--- config.mk ---
export PLATFORM = sky130hd
export DESIGN_NAME = soc_system_fifo_h2f_out
export DESIGN_NICKNAME = d
export VERILOG_FILES = /design/src/rtl/soc_system_fifo_h2f_out.sv
export SDC_FILE = /design/constraint.sdc
export NUM_CORES = 1
export LEC_CHECK = 0
export CORE_MARGIN = 10
export CORE_UTILIZATION = 30
export CTS_CLUSTER_DIAMETER = 50
export DETAILED_ROUTE_END_ITERATION = 8
export PLACE_DENSITY = 0.45
export RECOVER_POWER = 100
export SYNTH_ARGS = -nofsm -noshare
export SYNTH_HDL_FRONTEND = slang
export SYNTH_SLANG_ARGS = --single-unit
--- constraint.sdc ---
create_clock -name rdclock -period 5.2 [get_ports rdclock]
set_input_delay 0.78 -clock rdclock [delete_from_list [all_inputs] [get_ports rdclock]]
set_output_delay 0.78 -clock rdclock [all_outputs]
set_load 0.03 [all_outputs]
--- src/rtl/soc_system_fifo_h2f_out.sv ---
// Avalon-ST sink to Avalon-MM read slave packet FIFO.
// CPU pops byte-swapped words, peeks head flags and polls fill status.
module soc_system_fifo_h2f_out #(
  parameter int DEPTH  = 8,
  parameter int DEPTHU = 3
) (
  input  logic        rdclock,
  input  logic        reset_n,
  input  logic [31:0] avalonst_sink_data,
  input  logic        avalonst_sink_valid,
  input  logic        avalonst_sink_startofpacket,
  input  logic        avalonst_sink_endofpacket,
  input  logic [1:0]  avalonst_sink_empty,
  output logic        avalonst_sink_ready,
  input  logic [1:0]  avalonmm_read_slave_address,
  input  logic        avalonmm_read_slave_read,
  output logic [31:0] avalonmm_read_slave_readdata
);

  localparam logic [DEPTHU:0]   CNT_ONE  = 1;
  localparam logic [DEPTHU:0]   CNT_FULL = (DEPTHU+1)'(DEPTH);
  localparam logic [DEPTHU-1:0] PTR_ONE  = 1;

  logic [35:0]       mem_q [DEPTH];
  logic [DEPTHU-1:0] wr_ptr_q, wr_ptr_d;
  logic [DEPTHU-1:0] rd_ptr_q, rd_ptr_d;
  logic [DEPTHU:0]   count_q, count_d;
  logic              ready_q, ready_d;
  logic              ovf_q, ovf_d;
  logic [31:0]       rdata_q, rdata_d;

  logic        push, pop, not_empty, full;
  logic [35:0] head;
  logic [31:0] status;

  assign not_empty = (count_q != '0);
  assign full      = (count_q == CNT_FULL);
  assign head      = mem_q[rd_ptr_q];
  assign push      = avalonst_sink_valid & ready_q;
  assign pop       = avalonmm_read_slave_read
                   & (avalonmm_read_slave_address == 2'd0)
                   & not_empty;

  always_comb begin
    status             = '0;
    status[DEPTHU:0]   = count_q;
    status[16]         = full;
    status[17]         = ~not_empty;
    status[24]         = ovf_q;
  end

  always_comb begin
    wr_ptr_d = wr_ptr_q;
    rd_ptr_d = rd_ptr_q;
    count_d  = count_q;
    if (push) wr_ptr_d = wr_ptr_q + PTR_ONE;
    if (pop)  rd_ptr_d = rd_ptr_q + PTR_ONE;
    if (push && !pop)      count_d = count_q + CNT_ONE;
    else if (pop && !push) count_d = count_q - CNT_ONE;
    ready_d = (count_d != CNT_FULL);
  end

  // a fresh overflow beats the clear-on-read of the status word
  always_comb begin
    ovf_d = ovf_q;
    if (avalonst_sink_valid && !ready_q)
      ovf_d = 1'b1;
    else if (avalonmm_read_slave_read &&
             avalonmm_read_slave_address == 2'd2)
      ovf_d = 1'b0;
  end

  always_comb begin
    rdata_d = rdata_q;
    if (avalonmm_read_slave_read) begin
      unique case (avalonmm_read_slave_address)
        2'd0: rdata_d = not_empty
          ? {head[7:0], head[15:8], head[23:16], head[31:24]}
          : '0;
        2'd1: rdata_d = not_empty
          ? {27'b0, 1'b1, head[35:32]}
          : '0;
        2'd2: rdata_d = status;
        2'd3: rdata_d = '0;
      endcase
    end
  end

  always_ff @(posedge rdclock) begin
    if (push)
      mem_q[wr_ptr_q] <= {avalonst_sink_empty,
                          avalonst_sink_endofpacket,
                          avalonst_sink_startofpacket,
                          avalonst_sink_data};
  end

  always_ff @(posedge rdclock or negedge reset_n) begin
    if (!reset_n) begin
      wr_ptr_q <= '0;
      rd_ptr_q <= '0;
      count_q  <= '0;
      ready_q  <= 1'b0;
      ovf_q    <= 1'b0;
      rdata_q  <= '0;
    end else begin
      wr_ptr_q <= wr_ptr_d;
      rd_ptr_q <= rd_ptr_d;
      count_q  <= count_d;
      ready_q  <= ready_d;
      ovf_q    <= ovf_d;
      rdata_q  <= rdata_d;
    end
  end

  assign avalonst_sink_ready          = ready_q;
  assign avalonmm_read_slave_readdata = rdata_q;

endmodule

Word-level counts from Yosys, hierarchy flattened --
Memories as Yosys holds them, arrays and structs flattened. Index checks and enable logic that the tools add are counted.
Word-level totals: bits in registers 44, memories kept 1, word-level logic and storage cells 39, memory bits (writable) 288, bits of input ports 42
Operators by class: eq/ne operators 5, muxes and demuxes 9, bitwise logic cells 4, reductions and logical operators 10, add/sub/neg operators 4
Memory list:
- mem_q | depth 8, width 36, read ports 1, clocked after Yosys merged registers in 0, wr ports 1, RTL line 24 | logic [35:0] mem_q [DEPTH];
Operators with widths (count):
- $pmux W32 S4 | 1
- $mux W32 | 1
- $mux W4 | 2
- $add A3 B1 Y3 const B | 2
- $mux W5 | 1
- $add A4 B1 Y4 const B | 1
- $eq A2 B2 Y1 const B | 2
- $eq A4 B4 Y1 const B | 1
- $logic_and A1 B1 Y1 | 4
- $mux W1 | 4
- $ne A4 B4 Y1 const B | 1
- $reduce_bool A4 Y1 | 1
- $sub A4 B1 Y4 const B | 1
- $and A1 B1 Y1 | 3
- $logic_not A1 Y1 | 3
- $eq A2 B1 Y1 const B | 1
- $logic_not A2 Y1 | 1
- $reduce_bool A2 Y1 | 1
- $not A1 Y1 | 1

Depth between registers and ports, before layout --
depth in word-level cells 7, depth in mapped cells 7, depth with buffers taken out 7

Worst setup path before layout --
Ideal clock, no wire load.
path type input to register, start point input port avalonst_sink_valid, end point memory mem_q[0][0], enable pin, data arrival time 3.701 ns, path slack 1.025 ns, required time 4.726 ns, stages 4, library setup time 0.474 ns, cells stage by stage and2_1 > clkbuf_1 > nand2b_1 > nor3_1
Between the ends: longest elaborated chain between the ends 3
Ends and longest elaborated chain:
- from (decl) | RTL line 10 | input logic avalonst_sink_valid,
- $and A1 B1 Y1 | RTL line 39 | assign push = avalonst_sink_valid & ready_q;
- $mux W1 | RTL line 90 | if (push)
- $mux W1 (implied by the code) | RTL line 91 | mem_q[wr_ptr_q] <= {avalonst_sink_empty,
- to (decl) | RTL line 24
No other way between the ends.

Final worst setup path --
start point register rd_ptr_q[1], end point register rdata_q[16] (netlist: avalonmm_read_slave_readdata[16])
Between the ends: longest elaborated chain between the ends 3
Ends and longest elaborated chain:
- from (decl) | RTL line 26 | logic [DEPTHU-1:0] rd_ptr_q, rd_ptr_d;
- from (signal assigned) | RTL line 107 | rd_ptr_q <= rd_ptr_d;
- $mem_v2 Z8 W36
- $mux W32 | RTL line 78 | ? {head[7:0], head[15:8], head[23:16], head[31:24]}
- $pmux W32 S4 | RTL line 76 | unique case (avalonmm_read_slave_address)
- to (signal assigned) | RTL line 111 | rdata_q <= rdata_d;
- to (decl) | RTL line 30 | logic [31:0] rdata_q, rdata_d;
No other way between the ends. A chain may end at the register's enable or synchronous reset.

==> impl_metrics.py <==
metrics = {
    "sta": {
        "setup_tns_ps": 0,
        "fin_ws_ps": 1280,
        "clock_skew_ps": 14.3,
        "min_period_ps": 3920,
        "period_share_pct": 75.5,
        "setup-violations-final": 0,
        "drv_slew": 117,
        "rsz0062_at_grt": "no",
        "hold_viol": 0,
        "relSlewSlack_pct": -92.2,
        "fmax_mhz": 255,
        "worstMarginPinSlew_ps": 2880,
    },
    "routing": {
        "drc": 0,
        "routedWlPerCell_microns": 21.8,
        "via_count": 6044,
        "drt-total-wl_microns": 28100,
        "firstDrtPassIters": 4,
        "routed_via_density": 4.70,
        "ant_nets": 0,
        "drt_iter0_drc": 447,
    },
    "flow_run": {
        "cap_violations": 4,
    },
    "hold_path": {
        "min_from": "ovf_q",
        "min_path_type": "flop to flop",
    },
    "critical_path": {
        "end_kind": "flop",
        "crit_type": "flop to flop",
        "arrival_ps": 4360,
        "r2r_start": "rd_ptr_q[1]",
        "cp-start-kind": "flop",
        "critical_path.startpoint": "rd_ptr_q[1]",
        "cp_max_fo": 39,
        "worstPathRequired_ps": 5640,
    },
    "logic_synthesis": {
        "netlist-cell-type-count": 39,
        "synth_cells": 613,
        "yosysTopAreaCell": "edfxtp_1",
        "yosys-top-cells-area": "edfxtp_1 (68%), mux4_2 (13%), dfrtp_1 (8.7%), mux2i_1 (2.7%), o22ai_1 (1.2%)",
        "avgSynthCellArea_sq_um": 20.7,
        "ys_seq_area_share_pct": 76.8,
        "synth-edff-count": 288,
        "ys_seq_elements": 332,
        "syn-cell-area_sq_um": 12700,
        "synth_top_area_share_pct": 68.1,
        "async_flop_share_pct": 13.3,
        "synth-main-ff-cell": "edfxtp_1",
        "synth_nets": 660,
        "yosysWarnings": 0,
    },
    "layout": {
        "final_area_sq_um": 15300,
        "final_nets": 761,
        "fillers": 3850,
        "final_common_cell": "edfxtp_1",
        "syn_to_final_growth_pct": 20.5,
        "finalNonFillerCells": 1285,
        "layout_common_cells": "edfxtp_1 (288), mux4_2 (71), dlygate4sd3_1 (71)",
        "drive_above_1_share_pct": 19.8,
    },
    "clocking": {
        "clk_pin_slew_ps": 60,
        "clockRootBuffer": "clkbuf_16",
        "cts_tree": "done",
        "cts_resized": 0,
        "cts_max_level": 2,
        "hold_buffers": 0,
        "cts_setup_buffers": 0,
        "cts_inserted_buffers": 39,
        "cts.sinks": 332,
        "clk_latency_ps": 520,
        "clk_path_buf_depth": 3,
    },
    "grt": {
        "antenna_found_initial": 3,
        "grt_overflow_total": 0,
        "grt_max_degree": 45,
        "grtUsageTotal_pct": 11.3,
        "grt_pass1_wl_microns": 43100,
        "grt_pass1_vias": 6636,
    },
    "floorplan": {
        "die_h_microns": 226,
        "die_area_sq_um": 51000,
        "die_w_microns": 226,
        "core_sq_um": 41900,
        "placementRows": 75,
        "ios": 75,
        "start_util_pct": 30.3,
    },
    "placement": {
        "port_buffers": 74,
        "globalplace.congestion": 0.719,
        "post-place-ws_ps": 1540,
        "placed_cells": 1212,
        "dp_hpwl_microns": 17300,
        "placed_area_sq_um": 14200,
    },
    "pwr": {
        "power.density_nw_per_um2": 546,
        "vdd_drop_max_mv": 0.233,
        "p_leak_nw": 5.12,
        "p_total_w": 0.00836,
    },
    "run_status": {
        "status": "finished, violations left",
        "violations": "max-capacitance violations, max-slew violations",
    },
}
==> path summary, 6_finish.rpt <==
check	endpoint	slack, ps	cells after the start
worst max register to register	avalonmm_read_slave_readdata[16]	1280	5
worst min-delay path	ovf_q	490	2
max in group asynchronous	rd_ptr_q[0]	1880	2
worst min register to register	ovf_q	490	2
min in group asynchronous	avalonmm_read_slave_readdata[17]	1280	2
worst max-delay path	avalonmm_read_slave_readdata[16]	1280	5
==> cell families (layout without fill, tap and decap cells) <==
family | count (synthesis) | in the layout | synth area share, %
adder cells (fa/ha/maj) | 5 | 5 | 0.493
AO/OA/AOI/OAI | 47 | 47 | 2.43
other | 0 | 2 | 0
XOR/XNOR | 7 | 7 | 0.483
buffers and inverters | 58 | 189 | 1.86
AND/OR/NAND/NOR | 53 | 53 | 2.15
flip-flops | 332 | 332 | 76.8
multiplexers | 111 | 111 | 15.8
==> where the power goes <==
group	internal, W	switching (W)	total [W]
Clock	0.00153	0.00103	0.00256
Sequential	0.00338	0.000310	0.00369
Combinational	0.000993	0.00112	0.00211
Total	0.00590	0.00246	0.00836
==> sequential cells by signal, indices dropped and copies added (netlist names) <==
register / cells
count_q: 4
rd_ptr_q: 3
mem_q: 288
avalonst_sink_ready: 1
wr_ptr_q: 3
avalonmm_read_slave_readdata: 32
ovf_q: 1
==> per-layer routing <==
layer	global-route usage [%]	wire length (microns)	up-vias
li1	-	-	2699
met1	14.9	12700	3195
met2	18.4	13700	109
met3	2.44	1240	39
met4	3.20	500	2
met5	0	7	-
==> synth_stat cells (2+ instances only) <==
master / count
nand2_1: 18
a22oi_1: 2
nor2_1: 15
dfrtp_1: 44
mux2i_1: 34
nand2b_1: 3
o21ai_0: 2
ha_1: 5
nand3_1: 2
nor3_1: 3
edfxtp_1: 288
buf_1: 2
a21oi_1: 5
xnor2_1: 7
clkbuf_1: 13
o22ai_1: 24
buf_2: 15
inv_1: 28
mux4_2: 71
a41oi_1: 3
o21ai_1: 6
nand4b_1: 2
mux2_2: 5
==> stage by stage <==
stage                     hold WS, ps  utilization, %
after floorplan                   454               -
after global placement            479            33.8
after detailed placement          481            33.8
after CTS                         403            36.7
after global routing              542            36.6
final                             490            36.6
==> area by class of cell <==
cell class	instances	area (sq um)	area share, %
multi-input combinational	223	2730	17.9
inverter	28	105	0.687
clock buffer	54	1090	7.15
clock inverter	17	123	0.801
tap	539	674	4.41
timing repair buffer	90	816	5.33
sequential	332	9750	63.7
antenna	2	5.00	0.0327
==> critical path, cell delays in order (launching register included) <==
cell      delay [ps]
dfrtp_1         1540
clkbuf_2        1130
mux4_2           430
mux2i_1          100
or4_1            420
a31oi_1          170
No activity file was read; power rests on OpenSTA's default activity.
